[src/rtl/led_pwm_ctrl_pkg.sv]
// Shared types and constants for the LED PWM controller: command encodings,
// field widths, FSM state encoding and the captured-frame record.
package led_pwm_ctrl_pkg;

  localparam int CMD_BITS     = 2;
  localparam int ADDR_BITS    = 2;
  localparam int PAYLOAD_BITS = 7;
  localparam int PWM_STEPS    = 100;
  localparam int STEP_BITS    = 7;

  localparam logic [CMD_BITS-1:0] CMD_NOP   = 2'b00;
  localparam logic [CMD_BITS-1:0] CMD_WRITE = 2'b01;
  localparam logic [CMD_BITS-1:0] CMD_READ  = 2'b10;

  typedef enum logic [1:0] {
    ST_IDLE = 2'd0,
    ST_EXEC = 2'd1,
    ST_RESP = 2'd2
  } state_e;

  // One decoded SPI frame as captured on the accept edge.
  typedef struct packed {
    logic [CMD_BITS-1:0]     cmd;
    logic [ADDR_BITS-1:0]    addr;
    logic [PAYLOAD_BITS-1:0] payload;
  } frame_t;

  // Brightness is a percentage; anything above 100 is clamped to full on.
  function automatic logic [PAYLOAD_BITS-1:0] sat_pct(input logic [PAYLOAD_BITS-1:0] p);
    return (p > PAYLOAD_BITS'(PWM_STEPS)) ? PAYLOAD_BITS'(PWM_STEPS) : p;
  endfunction

endpackage

[src/rtl/led_pwm_ctrl_pwm_channel.sv]
// One PWM output. The duty value is copied into a shadow register only at the
// start of a PWM period, so a brightness change never produces a short or
// split pulse inside the running period.
module led_pwm_ctrl_pwm_channel
  import led_pwm_ctrl_pkg::*;
(
  input  logic                    sysclk,
  input  logic                    rst_n,
  input  logic [STEP_BITS-1:0]    step,
  input  logic                    period_start,
  input  logic [PAYLOAD_BITS-1:0] duty,
  output logic                    o_led
);

  logic [PAYLOAD_BITS-1:0] shadow_q, shadow_d;
  logic                    led_q, led_d;

  // Next shadow duty and next LED level; step is at most 99, so a duty of 100
  // keeps the LED on for the whole period and a duty of 0 keeps it off.
  always_comb begin
    shadow_d = period_start ? duty : shadow_q;
    led_d    = (step < shadow_q);
  end

  // Shadow and output registers.
  always_ff @(posedge sysclk or negedge rst_n) begin
    if (!rst_n) begin
      shadow_q <= '0;
      led_q    <= 1'b0;
    end else begin
      shadow_q <= shadow_d;
      led_q    <= led_d;
    end
  end

  assign o_led = led_q;

endmodule

[src/rtl/led_pwm_ctrl.sv]
// LED brightness controller fed by decoded SPI frames. Executes WRITE/READ
// commands against per-LED duty registers and drives one PWM output per LED.
//
// Read response handshake: o_rd_valid rises with o_rd_data; both stay stable
// until a cycle in which i_rd_ack=1 is sampled, after which o_rd_valid is low
// on the next cycle. i_rd_ack with o_rd_valid low has no effect. A new frame
// arriving while a response is pending drops that response.
module led_pwm_ctrl
  import led_pwm_ctrl_pkg::*;
#(
  parameter int NUM_LEDS = 4,
  parameter int PRESCALE = 1250
) (
  input  logic                    sysclk,
  input  logic                    rst_n,
  input  logic                    i_frame_dv,
  input  logic [CMD_BITS-1:0]     i_cmd,
  input  logic [ADDR_BITS-1:0]    i_addr,
  input  logic [PAYLOAD_BITS-1:0] i_payload,
  input  logic                    i_rd_ack,
  output logic                    o_rd_valid,
  output logic [PAYLOAD_BITS-1:0] o_rd_data,
  output logic                    o_err,
  output logic [NUM_LEDS-1:0]     o_led,
  output state_e                  o_dbg_state
);

  localparam int PRESC_W = (PRESCALE > 1) ? $clog2(PRESCALE) : 1;

  // ---------------- PWM timebase ----------------
  logic [PRESC_W-1:0]   presc_q, presc_d;
  logic [STEP_BITS-1:0] step_q, step_d;
  logic                 step_tick;
  logic                 period_start;

  // Prescaler counts sysclk cycles per step; the step counter walks 0..99.
  always_comb begin
    step_tick    = (presc_q == PRESC_W'(PRESCALE - 1));
    period_start = step_tick && (step_q == STEP_BITS'(PWM_STEPS - 1));
    presc_d      = step_tick ? '0 : presc_q + 1'b1;
    step_d       = step_q;
    if (step_tick) begin
      step_d = period_start ? '0 : step_q + 1'b1;
    end
  end

  // Timebase registers.
  always_ff @(posedge sysclk or negedge rst_n) begin
    if (!rst_n) begin
      presc_q <= '0;
      step_q  <= '0;
    end else begin
      presc_q <= presc_d;
      step_q  <= step_d;
    end
  end

  // ---------------- Command FSM ----------------
  state_e                  state_q, state_d;
  frame_t                  frame_q, frame_d;
  frame_t                  frame_in;
  logic                    dv_prev_q;
  logic                    accept;
  logic                    addr_ok;
  logic                    rd_valid_q, rd_valid_d;
  logic [PAYLOAD_BITS-1:0] rd_data_q, rd_data_d;
  logic                    err_q, err_d;
  logic [PAYLOAD_BITS-1:0] rd_sel;
  logic [PAYLOAD_BITS-1:0] duty_q [NUM_LEDS];
  logic [PAYLOAD_BITS-1:0] duty_d [NUM_LEDS];

  assign frame_in = '{cmd: i_cmd, addr: i_addr, payload: i_payload};
  // A frame-valid level held high counts once: only its rising edge accepts.
  assign accept   = i_frame_dv && !dv_prev_q;
  assign addr_ok  = (int'(frame_q.addr) < NUM_LEDS);

  // Duty of the addressed LED; a compare loop keeps out-of-range addresses
  // from indexing past the register array.
  always_comb begin
    rd_sel = '0;
    for (int i = 0; i < NUM_LEDS; i++) begin
      if (frame_q.addr == ADDR_BITS'(i)) rd_sel = duty_q[i];
    end
  end

  // Next-state and command execution. An edge that lands during the single
  // EXEC cycle is not taken; SPI frames are far longer than that.
  always_comb begin
    state_d    = state_q;
    frame_d    = frame_q;
    rd_valid_d = rd_valid_q;
    rd_data_d  = rd_data_q;
    err_d      = 1'b0;
    duty_d     = duty_q;
    case (state_q)
      ST_IDLE: begin
        if (accept) begin
          frame_d = frame_in;
          state_d = ST_EXEC;
        end
      end
      ST_EXEC: begin
        state_d = ST_IDLE;
        case (frame_q.cmd)
          CMD_WRITE: begin
            if (addr_ok) begin
              for (int i = 0; i < NUM_LEDS; i++) begin
                if (frame_q.addr == ADDR_BITS'(i)) duty_d[i] = sat_pct(frame_q.payload);
              end
            end else begin
              err_d = 1'b1;
            end
          end
          CMD_READ: begin
            if (addr_ok) begin
              rd_data_d  = rd_sel;
              rd_valid_d = 1'b1;
              state_d    = ST_RESP;
            end else begin
              err_d = 1'b1;
            end
          end
          CMD_NOP: ;
          default: err_d = 1'b1;
        endcase
      end
      ST_RESP: begin
        if (accept) begin
          rd_valid_d = 1'b0;
          frame_d    = frame_in;
          state_d    = ST_EXEC;
        end else if (i_rd_ack) begin
          rd_valid_d = 1'b0;
          state_d    = ST_IDLE;
        end
      end
      default: state_d = ST_IDLE;
    endcase
  end

  // FSM, command, response and duty registers.
  always_ff @(posedge sysclk or negedge rst_n) begin
    if (!rst_n) begin
      state_q    <= ST_IDLE;
      frame_q    <= '0;
      dv_prev_q  <= 1'b0;
      rd_valid_q <= 1'b0;
      rd_data_q  <= '0;
      err_q      <= 1'b0;
      for (int i = 0; i < NUM_LEDS; i++) duty_q[i] <= '0;
    end else begin
      state_q    <= state_d;
      frame_q    <= frame_d;
      dv_prev_q  <= i_frame_dv;
      rd_valid_q <= rd_valid_d;
      rd_data_q  <= rd_data_d;
      err_q      <= err_d;
      for (int i = 0; i < NUM_LEDS; i++) duty_q[i] <= duty_d[i];
    end
  end

  assign o_rd_valid  = rd_valid_q;
  assign o_rd_data   = rd_data_q;
  assign o_err       = err_q;
  assign o_dbg_state = state_q;

  // ---------------- PWM channels ----------------
  logic [NUM_LEDS-1:0] led_w;

  for (genvar g = 0; g < NUM_LEDS; g++) begin : g_ch
    led_pwm_ctrl_pwm_channel u_ch (
      .sysclk       (sysclk),
      .rst_n        (rst_n),
      .step         (step_q),
      .period_start (period_start),
      .duty         (duty_q[g]),
      .o_led        (led_w[g])
    );
  end

  assign o_led = led_w;

endmodule

[config.mk]
export PLATFORM = sky130hd
export DESIGN_NAME = led_pwm_ctrl
export DESIGN_NICKNAME = d
export VERILOG_FILES = /design/src/rtl/led_pwm_ctrl_pkg.sv /design/src/rtl/led_pwm_ctrl_pwm_channel.sv /design/src/rtl/led_pwm_ctrl.sv
export SDC_FILE = /design/constraint.sdc
export NUM_CORES = 1
export LEC_CHECK = 0
export CORE_ASPECT_RATIO = 0.6
export CORE_MARGIN = 2
export CORE_UTILIZATION = 48
export DETAILED_ROUTE_END_ITERATION = 8
export PLACE_DENSITY_LB_ADDON = 0.12
export SLEW_MARGIN = 20
export SYNTH_ARGS = -nofsm -noshare
export SYNTH_HDL_FRONTEND = slang
export SYNTH_SLANG_ARGS = --single-unit
[constraint.sdc]
create_clock -name sysclk -period 2.45 [get_ports sysclk]
set_input_delay 0.245 -clock sysclk [delete_from_list [all_inputs] [get_ports sysclk]]
set_output_delay 0.245 -clock sysclk [all_outputs]
set_load 0.01 [all_outputs]
Yosys cells after proc, flatten, opt, wreduce, memory -nomap -nowiden. Cells that the tools add are included.

Bits in registers: 101. Input port bits: 15. Output and inout port bits: 15. Logic and storage cells: 76.

$add $sub $neg: 2. Order comparisons: 5. Eq/ne operators: 12. Multiplexer cells: 18. Reduce and logical (&&, ||, !) cells: 17.

Operator list (number): $mux W7 (6); $lt A7 B7 Y1 (4); $reduce_and A3 Y1 (5); $add A11 B1 Y11 const B (1); $eq A11 B11 Y1 const B (1); $mux W11 (1); $eq A2 B2 Y1 const B (4); $mux W2 (4); $add A7 B1 Y7 const B (1); $eq A7 B7 Y1 const B (1); $gt A7 B7 Y1 const B (1); $eq A2 B1 Y1 const B (3); $logic_not A2 Y1 (3); $pmux W2 S3 (1); $reduce_and A2 Y1 (3); $mux W1 (5); $ne A2 B2 Y1 const B (2); $ne A3 B3 Y1 const B (1); $reduce_or A3 Y1 (1); $logic_and A1 B1 Y1 (2); $pmux W1 S2 (1); $reduce_bool A2 Y1 (1); $reduce_or A2 Y1 (1); $logic_not A1 Y1 (1).

Depth between registers and ports, before layout. Gate-level depths: netlist of run 1.

Depth in word-level cells: 5. Mapped depth: 8.

Cells and area by module. A second synthesis of run 1 with hierarchy kept.

Cells, all modules: 411. Area total of the unflattened synthesis: 4775.8 um^2.

By module, submodules not included: led_pwm_ctrl (times used 1, cells each 231, area each 3079.2 um^2); led_pwm_ctrl_pwm_channel (times used 4, cells each 45, area each 424.2 um^2).

Worst setup path after synthesis of run 1. OpenSTA, ideal clock, no wires.

Path kind: reg-to-reg. Start: reg presc_q[3]. End: reg g_ch[1].u_ch.shadow_q[5]. Library setup time: 0.125 ns. Data arrival time: 2.113 ns. Path slack: 0.212 ns. Stages on the path, launching flop included: 7. Period minus slack after synthesis: 2.238 ns. Path through: dfrtp_1 > or4b_4 > or3_1 > buf_6 > nor2_8 > buf_12 > mux2_4.

Cells in the longest elaborated chain, start to end: 2.

Ends and longest elaborated chain: start: declaration (RTL line led_pwm_ctrl.sv:31) `logic [PRESC_W-1:0] presc_q, presc_d;`; start signal: assignment (RTL line led_pwm_ctrl.sv:53) `presc_q <= presc_d;`; $eq A11 B11 Y1 (RTL line led_pwm_ctrl.sv:38) `step_tick = (presc_q == PRESC_W'(PRESCALE - 1));`; $logic_and A1 B1 Y1 (RTL line led_pwm_ctrl.sv:39) `period_start = step_tick && (step_q == STEP_BITS'(PWM_STEPS - 1));`; end signal: assignment (RTL line led_pwm_ctrl_pwm_channel.sv:31) `shadow_q <= shadow_d;`; end: declaration (RTL line led_pwm_ctrl_pwm_channel.sv:15) `logic [PAYLOAD_BITS-1:0] shadow_q, shadow_d;`.

No other way between the ends. A chain may end at the register's enable or synchronous reset.

Final worst setup path of run 1.
Start: reg presc_q[3]. End: reg g_ch[0].u_ch.shadow_q[5].

Cells in the longest elaborated chain, start to end: 2.

Ends and longest elaborated chain (RTL line): $eq A11 B11 Y1 (led_pwm_ctrl.sv:38); $logic_and A1 B1 Y1 (led_pwm_ctrl.sv:39); end signal: assignment (led_pwm_ctrl_pwm_channel.sv:31); end: declaration (led_pwm_ctrl_pwm_channel.sv:15).

No other way between the ends.

==> summary.txt, run 1 <==
Outcome
  – Status: finished clean

Synthesis
  – Syn Area/Cell: 12.2 um^2
  – Number of synthesized flops with an enable pin: 0
  – Synth warn: 0
  – #FFs+latches synth: 101
  – Post-synthesis async set-or-reset flop share: 1.00
  – Net count after synthesis: 438
  – Distinct cells, synth: 44
  – Mapped cell area: 4850 um^2
  – Ys flop type: dfrtp_1
  – Syn Inst Count: 396
  – Register area share after synthesis: 0.521

Pwr
  – Sequential share of power: 0.518
  – Power after layout: 4.23 mW
  – P_sw: 1.18 mW
  – P_leak: 2.63 nW
  – Clock power share: 0.329
  – Peak supply drop: 0.408 mV
  – Sw Ratio: 0.280
  – Comb power frac: 0.152
  – Pwr Density: 751 nW/um^2
  – P_int: 3.04 mW

Critical path
  – WP data arrival: 2.51 ns
  – Critical Path End Type: flip-flop
  – CP startpoint kind: flip-flop
  – Worst Setup Path Type: reg2reg
  – Required time of the critical path: 2.68 ns
  – CP Max Fanout: 15

STA
  – Tcrit/Tclk final: 0.930
  – Unrepaired setup endpoints after global routing: no
  – Final Hold Vio Count: 0
  – Final TNS setup: 0 ns
  – Final Setup Violations: 0
  – Clock skew: 0.00968 ns
  – Fin. max-slew vios: 0
  – Max Freq: 439 MHz
  – Worst Max-Slew Pin Slew: 0.706 ns
  – Crit path time final: 2.28 ns
  – Max_slew headroom: 0.523

Layout
  – Share of cells above drive strength 1: 0.211
  – Area grow syn2layout: 16.1%
  – Fillers: 808
  – NumNets Final: 477
  – N_diodes: 0

Routing
  – ANT nets after route: 0
  – 1st-pass router iterations: 4
  – Detailed Route WL: 9.73 mm
  – Routed WL per cell: 16.9 um
  – Vias post-DR: 3051
  – Vias per std cell: 5.31
  – DR DRC count: 0
  – Iteration-0 DRC Markers: 185

Global route
  – GRT overflow: 0
  – Initial antenna violation count: 0
  – Overall routing resource usage: 0.198
  – Pin count of the biggest net entering global routing: 59
  – Global-route wire length before repair: 16.1 mm
  – Vias in the first global route: 3027

Floorplanning
  – Core area: 9840 um^2
  – Die height: 81.9 um
  – Initial core utilization: 0.493
  – Row count: 28
  – Die area: 11000 um^2
  – I/O pin total: 30
  – Die X: 134 um

Clocking
  – Clock transition at path regs: 0.07 ns
  – Later-pin clock latency in the skew report: 0.35 ns
  – CTS H-Tree Depth: 3
  – Num CTS Buffers: 9
  – Post-CTS Setup Repair Bufs: 0
  – Clk root buf: clkbuf_16
  – CTS tree: built
  – Clk sinks: 101
  – CTS Buffer Depth: 2

Run
  – Max Cap Viol: 0

Placement
  – Placer Congestion: 0.796
  – DP HPWL: 7.13 mm
  – Port-buffer cells: 29

Worst hold path
  – Type of the worst min-delay path: in2reg
==> timing repair <==
| item | 4_1_cts | 5_1_grt |
|---|---|---|
| endpoints found under the setup margin | 0 | 0 |
| hold buffers | 1 | 0 |
| endpoints found under the hold margin | 43 | 0 |
| gates resized for setup | 0 | 0 |
==> stage by stage <==
stage	instance area, um^2	util	std cells	hold slack [ns]	setup WS, ns
floorplan	4850	-	396	-0.0506	0.212
global placement	5330	0.542	558	0.291	0.204
detailed placement	5330	0.542	558	0.290	0.176
CTS	5630	0.572	575	0.372	0.167
global route	5630	0.572	575	0.382	0.105
finish	5630	0.572	575	0.382	0.172
==> worst max-delay path, stage by stage, from the launching register on <==
cell     delay [ns]
dfrtp_1        0.42
or4b_4         0.56
or3_1          0.48
nor2_8         0.18
buf_12         0.18
mux2_2         0.34
==> cell families after synthesis <==
family                     synth area share
xor gates and xnor gates             0.0181
DFF                                   0.521
buffers and inverters                0.0501
muxes                                 0.172
and+or+nand+nor                       0.105
adders and majority gates            0.0697
AOI/OAI and AO/OA                    0.0640
==> path summary, 6_finish.rpt <==
| path | startpoint | endpoint | slack (ns) | depth (start not counted) |
|---|---|---|---|---|
| worst max-delay path | presc_q[3] | g_ch[0].u_ch.shadow_q[5] | 0.17 | 5 |
| worst min-delay path | i_frame_dv | dv_prev_q | 0.38 | 1 |
| worst max register to register | presc_q[3] | g_ch[0].u_ch.shadow_q[5] | 0.17 | 5 |
| worst min register to register | duty_q[18] | duty_q[18] | 0.50 | 2 |
| max in group asynchronous | rst_n | duty_q[24] | 1.29 | 3 |
| min in group asynchronous | rst_n | g_ch[0].u_ch.shadow_q[0] | 0.44 | 2 |
==> area by class of cell <==
cell class | instances | area, um^2 | share of cell area
sequential | 101 | 2530 | 0.449
tap | 135 | 169 | 0.0300
multi-input combinational | 245 | 2080 | 0.369
clock inverter | 6 | 56.3 | 0.0100
clock buffer | 10 | 229 | 0.0407
timing repair buffer | 44 | 440 | 0.0782
inverter | 34 | 128 | 0.0227
==> sequential cells by signal, summed over array words and instances (netlist names) <==
register and flops:
o_err 1, g_ch.u_ch.o_led 4, o_rd_valid 1, o_rd_data 7
duty_q 28, step_q 7, presc_q 11, g_ch.u_ch.shadow_q 28
o_dbg_state 2, dv_prev_q 1, frame_q 11
==> layout by cell type, fill, tap and decap left out, types with 2 or more instances in the layout <==
cell type        instances
nor3b_1                  2
nor3_1                   2
xnor2_1                  5
buf_4                   12
nor2_1                  15
ha_1                    27
mux2_4                  17
a21oi_1                 11
clkbuf_16                9
buf_12                   3
o211a_1                  4
xor2_1                   5
inv_8                    2
and3_1                   2
clkdlybuf4s50_1         28
clkinv_4                 2
o21ai_0                 23
a21o_1                   9
mux2_2                  34
nand2_1                 30
mux4_2                   7
dfrtp_1                101
inv_1                   34
nand2b_1                 5
nand3b_1                 2
nand4_1                 12
mux2i_1                  4
nand3_1                 12
==> cells in the mapped netlist, types with 5 or more instances <==
master / count / area share
a21o_1: 9 / 0.014
a21oi_1: 11 / 0.011
clkbuf_1: 7 / 0.0054
dfrtp_1: 101 / 0.52
ha_1: 27 / 0.070
inv_1: 34 / 0.026
mux2_2: 34 / 0.079
mux2_4: 17 / 0.053
mux4_2: 7 / 0.033
nand2_1: 30 / 0.023
nand2b_1: 5 / 0.0064
nand3_1: 12 / 0.012
nand4_1: 12 / 0.015
nor2_1: 15 / 0.012
o21ai_0: 23 / 0.024
xnor2_1: 5 / 0.0090
xor2_1: 5 / 0.0090
==> power groups by stage <==
stage | Combinational (mW) | Sequential (mW) | Clock [mW]
global route | 0.716 | 2.23 | 1.49
global placement | 0.637 | 2.21 | 0
floorplan | 0.383 | 2.14 | 0
detailed placement | 0.650 | 2.22 | 0
CTS | 0.656 | 2.19 | 1.42
finish | 0.644 | 2.19 | 1.39
==> metal layers <==
| layer | GRT usage | share of wire | vias to the layer above |
|---|---|---|---|
| met5 | 0 | 0 | - |
| met4 | 0.0617 | 0.011 | 0 |
| met3 | 0.0463 | 0.051 | 8 |
| met2 | 0.270 | 0.40 | 54 |
| met1 | 0.307 | 0.53 | 1521 |
| li1 | - | - | 1468 |
(Power assumes the default switching activity.)
==> run 2, diff against run 1 <==
- SLEW_MARGIN: 20 -> default
==> results of run 2 <==
The final DEF is identical to that of run 1; final timing and power are the same.
